$ cat config.mk
export PLATFORM = sky130hd
export DESIGN_NAME = dmem_bridge
export DESIGN_NICKNAME = d
export VERILOG_FILES = /design/src/rtl/mem_pkg.sv /design/src/rtl/timeout_counter.sv /design/src/rtl/dmem_bridge.sv
export SDC_FILE = /design/constraint.sdc
export NUM_CORES = 1
export LEC_CHECK = 0
export ABC_AREA = 1
export CORE_AREA = 4 4 87 150
export CTS_CLUSTER_SIZE = 16
export DETAILED_ROUTE_END_ITERATION = 6
export DIE_AREA = 0 0 91 154
export PLACE_DENSITY = 0.75
export SLEW_MARGIN = 20
export SYNTH_ARGS = -nofsm -noshare
export SYNTH_HDL_FRONTEND = slang
export SYNTH_HIERARCHICAL = 1
export SYNTH_SLANG_ARGS = --single-unit
$ cat constraint.sdc
create_clock -name clk -period 2.14 [get_ports clk]
set_clock_uncertainty 0.05 [all_clocks]
set_input_delay 0.428 -clock clk [delete_from_list [all_inputs] [get_ports clk]]
set_output_delay 0.428 -clock clk [all_outputs]
set_load 0.005 [all_outputs]
$ cat src/rtl/mem_pkg.sv
// Shared encodings for the data-memory bridge: FSM states, error causes and
// the debug view exported by the top level.
package mem_pkg;

  typedef enum logic [1:0] {
    IDLE = 2'd0,
    REQ  = 2'd1,
    RESP = 2'd2,
    DONE = 2'd3
  } state_t;

  localparam int DEFAULT_TIMEOUT = 255;

  typedef enum logic [1:0] {
    ERR_NONE    = 2'd0,
    ERR_ALIGN   = 2'd1,
    ERR_TIMEOUT = 2'd2
  } err_cause_t;

  typedef struct packed {
    state_t     state;
    err_cause_t cause;
  } dbg_t;

endpackage

$ cat src/rtl/timeout_counter.sv
// Cycle counter for bus-wait cycles; tc rises on the TIMEOUT-th enabled cycle
// after the last clear and then holds until cleared again.
module timeout_counter #(
  parameter int TIMEOUT = mem_pkg::DEFAULT_TIMEOUT
) (
  input  logic clk,
  input  logic reset,
  input  logic clear,
  input  logic enable,
  output logic tc
);

  localparam int CW = $clog2(TIMEOUT + 1);

  logic [CW-1:0] count;

  assign tc = (count >= CW'(TIMEOUT - 1));

  always_ff @(posedge clk or negedge reset) begin
    if (!reset) begin
      count <= '0;
    end else if (clear) begin
      count <= '0;
    end else if (enable && !tc) begin
      count <= count + 1'b1;
    end
  end

endmodule

$ cat src/rtl/dmem_bridge.sv
// Bridges the single-cycle datapath's data-memory port onto a valid/ready bus,
// stalling the datapath until each load or store completes.
//
// Handshake: a request transfers on the rising edge where bus_valid and
// bus_ready are both high; bus_valid, bus_we, bus_addr and bus_wdata are held
// stable from assertion until that edge. A read response transfers on any
// rising edge in RESP where bus_rvalid is high; rvalid outside RESP is ignored.
module dmem_bridge
  import mem_pkg::*;
#(
  parameter int AW      = 32,
  parameter int DW      = 32,
  parameter int TIMEOUT = DEFAULT_TIMEOUT
) (
  input  logic          clk,
  input  logic          reset,
  input  logic          memread,
  input  logic          memwrite,
  input  logic [AW-1:0] addr,
  input  logic [DW-1:0] wdata,
  output logic [DW-1:0] rdata,
  output logic          stall,
  output logic          err,
  output logic          bus_valid,
  input  logic          bus_ready,
  output logic          bus_we,
  output logic [AW-1:0] bus_addr,
  output logic [DW-1:0] bus_wdata,
  input  logic          bus_rvalid,
  input  logic [DW-1:0] bus_rdata,
  output dbg_t          dbg
);

  state_t     state, state_nxt;
  err_cause_t cause;
  logic       access, misaligned, handshake, timed_out;

  assign access     = memread | memwrite;
  assign misaligned = (addr[1:0] != 2'b00);
  assign handshake  = bus_valid & bus_ready;
  assign dbg        = '{state: state, cause: cause};

  timeout_counter #(.TIMEOUT(TIMEOUT)) u_timeout (
    .clk    (clk),
    .reset  (reset),
    .clear  (state == IDLE),
    .enable ((state == REQ) || (state == RESP)),
    .tc     (timed_out)
  );

  always_ff @(posedge clk or negedge reset) begin
    if (!reset) state <= IDLE;
    else        state <= state_nxt;
  end

  // Stall is gated by reset so a held strobe cannot freeze the datapath in reset.
  always_comb begin
    state_nxt = state;
    bus_valid = 1'b0;
    stall     = 1'b0;
    err       = 1'b0;
    case (state)
      IDLE: begin
        stall = access & reset;
        if (access) state_nxt = misaligned ? DONE : REQ;
      end
      REQ: begin
        bus_valid = 1'b1;
        stall     = 1'b1;
        if (handshake)      state_nxt = bus_we ? DONE : RESP;
        else if (timed_out) state_nxt = DONE;
      end
      RESP: begin
        stall = 1'b1;
        if (bus_rvalid || timed_out) state_nxt = DONE;
      end
      DONE: begin
        err       = (cause != ERR_NONE);
        state_nxt = IDLE;
      end
      default: state_nxt = IDLE;
    endcase
  end

  always_ff @(posedge clk or negedge reset) begin
    if (!reset) begin
      bus_we    <= 1'b0;
      bus_addr  <= '0;
      bus_wdata <= '0;
      rdata     <= '0;
      cause     <= ERR_NONE;
    end else begin
      case (state)
        IDLE: begin
          if (access && misaligned) begin
            cause <= ERR_ALIGN;
            rdata <= '0;
          end else if (access) begin
            cause     <= ERR_NONE;
            bus_addr  <= addr;
            bus_wdata <= wdata;
            bus_we    <= memwrite;
          end
        end
        REQ: begin
          if (!handshake && timed_out) begin
            cause <= ERR_TIMEOUT;
            rdata <= '0;
          end
        end
        RESP: begin
          if (bus_rvalid) begin
            rdata <= bus_rdata;
          end else if (timed_out) begin
            cause <= ERR_TIMEOUT;
            rdata <= '0;
          end
        end
        default: ;
      endcase
    end
  end

endmodule
# --- Yosys cells after proc, flatten, opt, wreduce, memory -nomap -nowiden ---
# Index checks and enable logic that the tools add are counted.
# W data, S select, Z words.
classes:
  add_sub_neg: 1
  multipliers: 0
  div: 0
  magnitude_cmp: 1
  eq_ne: 12
  n_shift: 0
  mux: 23
  n_bitwise: 4
  n_reduce_logical: 17
ops:
  columns: ["operator", "n"]
  rows:
  - ["$mux W32", 4]
  - ["$pmux W32 S3", 1]
  - ["$mux W2", 10]
  - ["$mux W8", 2]
  - ["$ne A3 B3 Y1 const B", 3]
  - ["$add A8 B1 Y8 const B", 1]
  - ["$ge A8 B8 Y1 const B", 1]
  - ["$ne A2 B2 Y1 const B", 4]
  - ["$pmux W2 S4", 1]
  - ["$pmux W2 S3", 1]
  - ["$reduce_and A3 Y1", 2]
  - ["$reduce_bool A2 Y1", 3]
  - ["$reduce_and A5 Y1", 1]
  - ["$eq A2 B2 Y1 const B", 2]
  - ["$ne A2 B1 Y1 const B", 2]
  - ["$reduce_and A4 Y1", 1]
  - ["$logic_and A1 B1 Y1", 3]
  - ["$mux W1", 3]
  - ["$reduce_bool A3 Y1", 1]
  - ["$and A1 B1 Y1", 2]
  - ["$eq A2 B1 Y1 const B", 1]
  - ["$logic_not A1 Y1", 2]
  - ["$logic_not A2 Y1", 1]
  - ["$logic_or A1 B1 Y1", 2]
  - ["4 further kinds", 4]
word_totals:
  regBits: 109
  latchBits: 0
  ram_bits: 0
  romBits: 0
  in_bits: 102
  out_inout_bits: 104
  elab_cells: 65
  mem_count: 0

# --- Depth between registers and ports, before layout ---
# Gate-level depths: netlist of run 1.
depth:
  ltp_word: 7
  ltp_mapped: 14
  ltp_nobuf: 13

# --- Modules after synthesis ---
# The synthesis of run 1 kept the hierarchy.
by_module_without_submodules:
  columns: ["mod", "n_inst", "cells_per_inst", "area_each_um2", "seq_area_each_um2"]
  rows:
  - ["dmem_bridge", 1, 545, 4445.5, 2527.4]
  - ["timeout_counter", 1, 68, 510.5, 200.2]

# --- Worst setup path after synthesis of run 1 ---
# No wires, ideal clock.
synth_path:
  path_kind: "flip-flop to flip-flop"
  from: "register u_timeout.count[0]"
  to: "register rdata[0]"
  setup_time_ns: 0.116
  t_arrival_ns: 1.628
  required_ns: 1.974
  path_slack_ns: 0.346
  path_stages_with_launch: 15
  n_path_buf: 1
  period_less_slack_ns: 1.794
  cell_sequence: "dfrtp_1 inv_1 ha_1 nor2_1 nor2_2 nand2_4 inv_1 inv_2 nor2_1 nor2_1 nor2_4 nand2_1 buf_2 nand2_1 nand2_1"
synth_between:
  elab_chain_cells: 4
  elab_cells_between_ends: 5
  cone_classes: "order compare: 1; eq/ne: 2; reduce/logical: 2"
synth_rtl:
  columns: ["element", "line_no", "source"]
  rows:
  - ["start: declaration", "timeout_counter.sv:15", "logic [CW-1:0] count;"]
  - ["start signal: assignment", "timeout_counter.sv:25", "count <= count + 1'b1;"]
  - ["$ge A8 B8 Y1 (*)", "timeout_counter.sv:17", "assign tc = (count >= CW'(TIMEOUT - 1));"]
  - ["net timed_out", "dmem_bridge.sv:36", "logic access, misaligned, handshake, timed_out;"]
  - ["$logic_and A1 B1 Y1", "dmem_bridge.sv:106", "if (!handshake && timed_out) begin"]
  - ["$ne A2 B1 Y1 (no source line)", null, null]
  - ["$reduce_and A4 Y1 (no source line) (*)", null, null]
  - ["end signal: assignment", "dmem_bridge.sv:113", "rdata <= bus_rdata;"]
  - ["end: declaration", "dmem_bridge.sv:21", "output logic [DW-1:0] rdata,"]
# The timed path passes the listed nets; every way through them passes the cells marked *.
# A chain may end at the register's enable or synchronous reset.

# --- Worst setup path after layout of run 1 ---
layout_path:
  from: "register state[1]"
  to: "output bus_valid"
layout_between:
  elab_chain_cells: 2
layout_rtl:
  columns: ["element", "line_no", "source"]
  rows:
  - ["start: declaration", "dmem_bridge.sv:34", "state_t state, state_nxt;"]
  - ["start signal: assignment", "dmem_bridge.sv:53", "else state <= state_nxt;"]
  - ["$eq A2 B1 Y1", "dmem_bridge.sv:62", "case (state)"]
  - ["$mux W1", "dmem_bridge.sv:62", null]
  - ["end: declaration", "dmem_bridge.sv:24", "output logic bus_valid,"]
# Every way passes these cells.

==> results.cfg, run 1 <==
[power]
netSwitchingPower_w = 0.003417
pwr-share-comb_pct = 47.7
power_w = 0.009580
swShare_pct = 35.67
power_frac_clock_pct = 16.7
intPower_w = 0.006162
power_density_nw_per_um2 = 1275
p_seq_share_pct = 35.6
p_leak_nw = 3.846
vdd_drop_max_mv = 1.136

[setup_path]
endpoint_kind = output port
crit_arrival_ns = 1.58
rr_worst_depth = 14
cp_num_buf_inv = 2
crit_fanout = 4
cp.required_ns = 1.66
crit_family = buffers and inverters
max_stage_delay_ns = 0.51
regToRegStartpoint = u_timeout/count[0]
crit_chain = inv_1 -> ha_4 -> clkdlybuf4s50_1
timing.rr.end = rdata[20]
path_class = reg -> out
worst_path_max_delay_cell = clkdlybuf4s50_1
regToRegSetupSlack_ns = 0.15
crit_path_start_kind = flip-flop

[global_routing]
grt_pass1_vias = 4715
overflow = 0
grt_pass1_wl_mm = 23.54
grtUsageTotal_pct = 20.84
antenna_found_initial = 0
grt_max_degree = 110

[floorplanning]
io_pins = 206
coreArea_um2 = 11940
die_width_um = 91
initial_core_util_pct = 41.52
dieArea_um2 = 14010
die_h_um = 154
num_rows = 53

[clock_network]
root_buffer = clkbuf_16
clock_latency_ns = 0.34
cts_buffers = 9
clk_path_buf_depth = 2
cts_tree = done
cts.sinks = 109
postCtsHoldBufs = 0
h-tree-depth = 3
cts.clk_slew.worst_paths_ns = 0.07

[synth]
syn_nets = 721
synth_top_area_cell = dfrtp_1
synthTopCellsByArea = dfrtp_1 55%, nand2_1 17%, nand3_1 11%
syn-instance-count = 613
yosysSeqAreaShare_pct = 55.04
syn_avg_cell_area_um2 = 8.085
netlist_area_um2 = 4956
synthDistinctLibCells = 25
synth_top_cell_area_share_pct = 55.04
yosysWarningCount = 6
ys_ff_latch = 109

[placed_design]
port_buffers = 205
hpwl_mm = 10.57
gp_congestion = 0.8396

[route]
drt-met1-wl_mm = 5.303
routed-wl-met3_um = 699
wl_met2_mm = 8.319
vias_per_cell = 4.951
highest_layer = met4
drc = 0
num_vias = 4733
wl_per_cell_um = 15.48
dr.pass1.iters = 5
ant_nets = 0
wirelength_mm = 14.80
drt_iter0_markers = 330

[timing]
min_period_over_period_pct = 96.35
fmax_mhz = 485.0
hold_viol = 0
final-setup-viol-count = 0
period_minus_slack_ns = 2.062
max_slew_margin_pct = 58.51
rsz0062_at_grt = true
worstMarginPinSlew_ns = 0.6224
drv_slew = 0
fin_tns_setup_ns = 0

[finish]
antenna_cells = 0
syn_to_final_growth_pct = 51.58
fillers = 1009
num-nets-final = 922
drive_gt1_share_pct = 6.105

[run]
maxCapViolCount = 0

[outcome]
status = finished, final reports clean

[hold_path]
hold_class = in -> async
## cell usage in the layout, fill, tap and decap left out
master           instances
clkbuf_1                 1
a21oi_1                  4
nand2_1                227
nand3_1                106
ha_1                     5
inv_1                   48
inv_6                    1
clkinvlp_4               1
dfrtp_1                109
nand4_1                  3
nand2_2                  4
dlygate4sd2_1            1
o21ai_0                  6
clkinv_8                 1
clkdlybuf4s15_1          1
inv_2                    5
nor2_4                   1
clkinv_2                 1
o21ai_1                  1
nand2_8                  1
buf_4                   12
ha_4                     1
nor2_1                  49
clkinv_4                 1
nor2_2                   3
clkdlybuf4s50_1        202
clkbuf_8                 1
buf_12                   6
xor2_1                   3
clkinv_1                 1
nor2_8                   1
clkbuf_16                9
nand2_4                  1
nor3_1                   2
## cell usage after synthesis, drive strengths merged
| library cell | number |
|---|---|
| a21oi | 4 |
| buf | 24 |
| clkbuf | 8 |
| clkinv | 1 |
| dfrtp | 109 |
| ha | 6 |
| inv | 53 |
| nand2 | 233 |
| nand3 | 106 |
| nand4 | 3 |
| nor2 | 54 |
| nor3 | 2 |
| o21ai | 7 |
| xor2 | 3 |
## layer usage
| layer | track usage, % | vias up |
|---|---|---|
| met5 | 0 | - |
| met2 | 38.44 | 160 |
| met1 | 22.94 | 2249 |
| met3 | 3.377 | 26 |
| met4 | 9.856 | 0 |
| li1 | - | 2298 |
## worst max-delay path by stage
stage	cells after the start	endpoint	from	slack [ns]
floorplan	14	rdata[0]	u_timeout/count[0]	0.35
global placement	6	stall	memread	-0.04
detailed placement	6	stall	memread	-0.03
CTS	3	bus_valid	state[1]	0.02
global route	5	stall	state[1]	-0.005
finish	3	bus_valid	state[1]	0.08
## power by group through the flow
stage          Combinational [W]  Clock (W)  Sequential (W)
2_1_floorplan            0.00180          0         0.00347
3_3_place_gp             0.00438          0         0.00340
3_5_place_dp             0.00450          0         0.00344
4_1_cts                  0.00454    0.00166         0.00341
5_1_grt                  0.00500    0.00173         0.00351
6_report                 0.00457    0.00160         0.00341
## flip-flops by register name, summed over array words and instances (netlist names)
signal,count
bus_addr,32
u_timeout/count,8
cause,2
rdata,32
bus_wdata,32
state,2
bus_we,1
## cell type report
| cell class | count | area (um^2) | share of cell area, % |
|---|---|---|---|
| Inverter | 54 | 202.7 | 2.698 |
| Clock buffer | 11 | 242.7 | 3.231 |
| Timing Repair Buffer | 222 | 2251 | 29.96 |
| Clock inverter | 5 | 46.29 | 0.6163 |
| Sequential cell | 109 | 2728 | 36.31 |
| Tap cell | 137 | 171.4 | 2.282 |
| Multi-Input combinational cell | 418 | 1871 | 24.90 |
## metrics by stage
| stage | setup WS (ns) | hold slack (ns) | area (um^2) | util [%] | std cells |
|---|---|---|---|---|---|
| after global placement | -0.04235 | 0.3980 | 7174 | 60.10 | 937 |
| after global routing | -0.004961 | 0.1958 | 7512 | 62.93 | 956 |
| final | 0.07816 | 0.1512 | 7512 | 62.93 | 956 |
| after CTS | 0.02066 | 0.1741 | 7483 | 62.69 | 956 |
| after detailed placement | -0.03257 | 0.4018 | 7174 | 60.10 | 937 |
| after floorplan | 0.3460 | 0.08241 | 4956 | - | 613 |
## logic make-up (layout without fill, tap and decap cells)
logic type	after synthesis	count (layout)	share of synthesized area, %
and+or+nand+nor	398	398	34.18
DFF	109	109	55.04
buffers and inverters	86	292	7.624
AOI/OAI and AO/OA	11	11	1.111
adders and majority gates	6	6	1.515
xor gates and xnor gates	3	3	0.5303
## what timing repair did
action	4_1_cts	5_1_grt
buffers inserted	3	0
resized for setup	2	8
endpoints found under the setup margin	3	34
Power figures use the tool's default switching activity.
==> run 2: changes to the inputs <==
--- a/config.mk
+++ b/config.mk
@@ -7,7 +7,6 @@
 export LEC_CHECK = 0
 export ABC_AREA = 1
 export CORE_AREA = 4 4 87 150
-export CTS_CLUSTER_SIZE = 16
 export DETAILED_ROUTE_END_ITERATION = 6
 export DIE_AREA = 0 0 91 154
 export PLACE_DENSITY = 0.75
==> results of run 2 <==
Final layout, timing and power as in run 1 (identical DEF).
==> run 3: changes to the inputs <==
--- a/config.mk
+++ b/config.mk
@@ -9,6 +9,7 @@
 export CORE_AREA = 4 4 87 150
 export DETAILED_ROUTE_END_ITERATION = 6
 export DIE_AREA = 0 0 91 154
+export GPL_TIMING_DRIVEN = 0
 export PLACE_DENSITY = 0.75
 export SLEW_MARGIN = 20
 export SYNTH_ARGS = -nofsm -noshare
==> run 3 against run 2 <==
Compared with the run above:
- wire length up 2.1%
- hold slack got worse by 0.11 ns
- combinational power hardly changed
- flip-flop and latch count stayed put
- register-to-register slack improved by 0.02 ns
- largest power group unchanged
==> results.cfg, run 3 (synthesis gave the netlist of run 1 again) <==
[finish]
fin_area_um2 = 7627
final_cell_mix = 228 x nand2_1, 202 x clkdlybuf4s50_1, 109 x dfrtp_1
mostFrequentLayoutCell = nand2_1
reg_top3 = bus_addr (32), bus_wdata (32), rdata (32)
instances_no_fill = 978
syn_to_final_growth_pct = 53.90
antenna_cells = 0
final_util_pct = 63.90
drive_gt1_share_pct = 7.729
fillers = 1025
num-nets-final = 944

[setup_path]
crit_fanout = 4
max_stage_delay_ns = 0.51
endpoint_kind = output port
cp.required_ns = 1.66
path_class = reg -> out
worst_path_max_delay_cell = clkdlybuf4s50_1
crit_arrival_ns = 1.59
crit_path_start_kind = flip-flop
crit_chain = inv_2 -> ha_4 -> clkdlybuf4s50_1

[timing]
period_minus_slack_ns = 2.066
fin_tns_setup_ns = 0
fmax_mhz = 484.0
final-setup-viol-count = 0
max_slew_margin_pct = 70.21
drv_slew = 0
hold_viol = 0
worstMarginPinSlew_ns = 0.4468
min_period_over_period_pct = 96.55

[placed_design]
dpl.cell_count = 956
gp_congestion = 0.8361
placed_area_um2 = 7208
hpwl_mm = 11.55
port_buffers = 205

[clock_network]
cts_tree = done
cts.sinks = 109
clk_path_buf_depth = 2
h-tree-depth = 3
clock_latency_ns = 0.34
cts.clk_slew.worst_paths_ns = 0.08
cts_buffers = 9
root_buffer = clkbuf_16

[route]
dr.pass1.iters = 5
drc = 0
wirelength_mm = 15.11
vias_per_cell = 4.962
wl_per_cell_um = 15.45
num_vias = 4853
drt_iter0_markers = 201
ant_nets = 0

[power]
pwr-share-comb_pct = 46.7
swShare_pct = 35.33
power_frac_clock_pct = 18.2
power_density_nw_per_um2 = 1275
p_leak_nw = 3.905
vdd_drop_max_mv = 1.007
p_seq_share_pct = 35.2
intPower_w = 0.006287
power_w = 0.009722
netSwitchingPower_w = 0.003435

[floorplanning]
num_rows = 53
io_pins = 206
die_width_um = 91
dieArea_um2 = 14010
initial_core_util_pct = 41.52
die_h_um = 154
coreArea_um2 = 11940

[global_routing]
grt_pass1_vias = 4873
grt_pass1_wl_mm = 23.60
grtUsageTotal_pct = 20.86
grt_max_degree = 62
antenna_found_initial = 0
overflow = 0

[run]
maxCapViolCount = 0

[hold_path]
hold_class = in -> async

[outcome]
status = finished, final reports clean
run 3: area by class of cell:
cell class,count,area (um^2),area share [%]
plain buffers,32,188.9,2.477
clock buffers,11,252.7,3.314
clock inverters,5,63.81,0.8366
inverters,54,202.7,2.657
multi-input cells,418,1881,24.66
flip-flops and latches,109,2728,35.76
well taps,137,171.4,2.247
repair buffers,212,2140,28.05
run 3: power by group through the flow:
stage | Sequential, W | Combinational [W] | Clock (W)
2_1_floorplan | 0.00347 | 0.00180 | 0
3_5_place_dp | 0.00346 | 0.00443 | 0
5_1_grt | 0.00352 | 0.00496 | 0.00188
3_3_place_gp | 0.00341 | 0.00429 | 0
4_1_cts | 0.00342 | 0.00452 | 0.00180
6_report | 0.00342 | 0.00454 | 0.00177
run 3: what timing repair did:
action,in CTS,in global routing
endpoints found under the setup margin,3,32
hold endpoints to repair,48,0
pin swaps,1,1
resized for setup,8,12
hold buffers,1,0
setup buffers,4,1
run 3: through the flow:
| stage | setup slack [ns] | hold WS (ns) |
|---|---|---|
| 4_1_cts | 0.002650 | 0.05031 |
| 3_5_place_dp | -0.4078 | 0.3525 |
| 5_1_grt | -0.001937 | 0.05180 |
| 3_3_place_gp | -3.854 | 0.3972 |
| 2_1_floorplan | 0.3460 | 0.08241 |
| 6_report | 0.07388 | 0.03782 |
run 3: routing by layer:
metal,vias to the layer above,track usage (%),part of all wire (%)
met1,2324,21.88,36
met3,34,3.524,4.4
met5,-,0,0
met4,0,10.07,3.6
met2,153,39.46,56
li1,2342,-,-
run 3: critical path: cells and delay by family, from the launching register on:
kind | cells | cell delay [ns]
flops | 1 | 0.43
buf+inv | 2 | 0.65
fa+ha+maj | 1 | 0.17
run 3: worst paths after layout:
check | startpoint | depth (start not counted) | to | slack (ns)
setup / recovery | state[1] | 3 | bus_valid | 0.07
max in group asynchronous | reset | 2 | rdata[29] | 1.71
hold reg to reg | bus_addr[0] | 2 | bus_addr[0] | 0.42
hold / removal | reset | 2 | bus_wdata[26] | 0.04
setup reg to reg | u_timeout/count[0] | 14 | rdata[0] | 0.17
min in group clk | bus_addr[0] | 2 | bus_addr[0] | 0.42
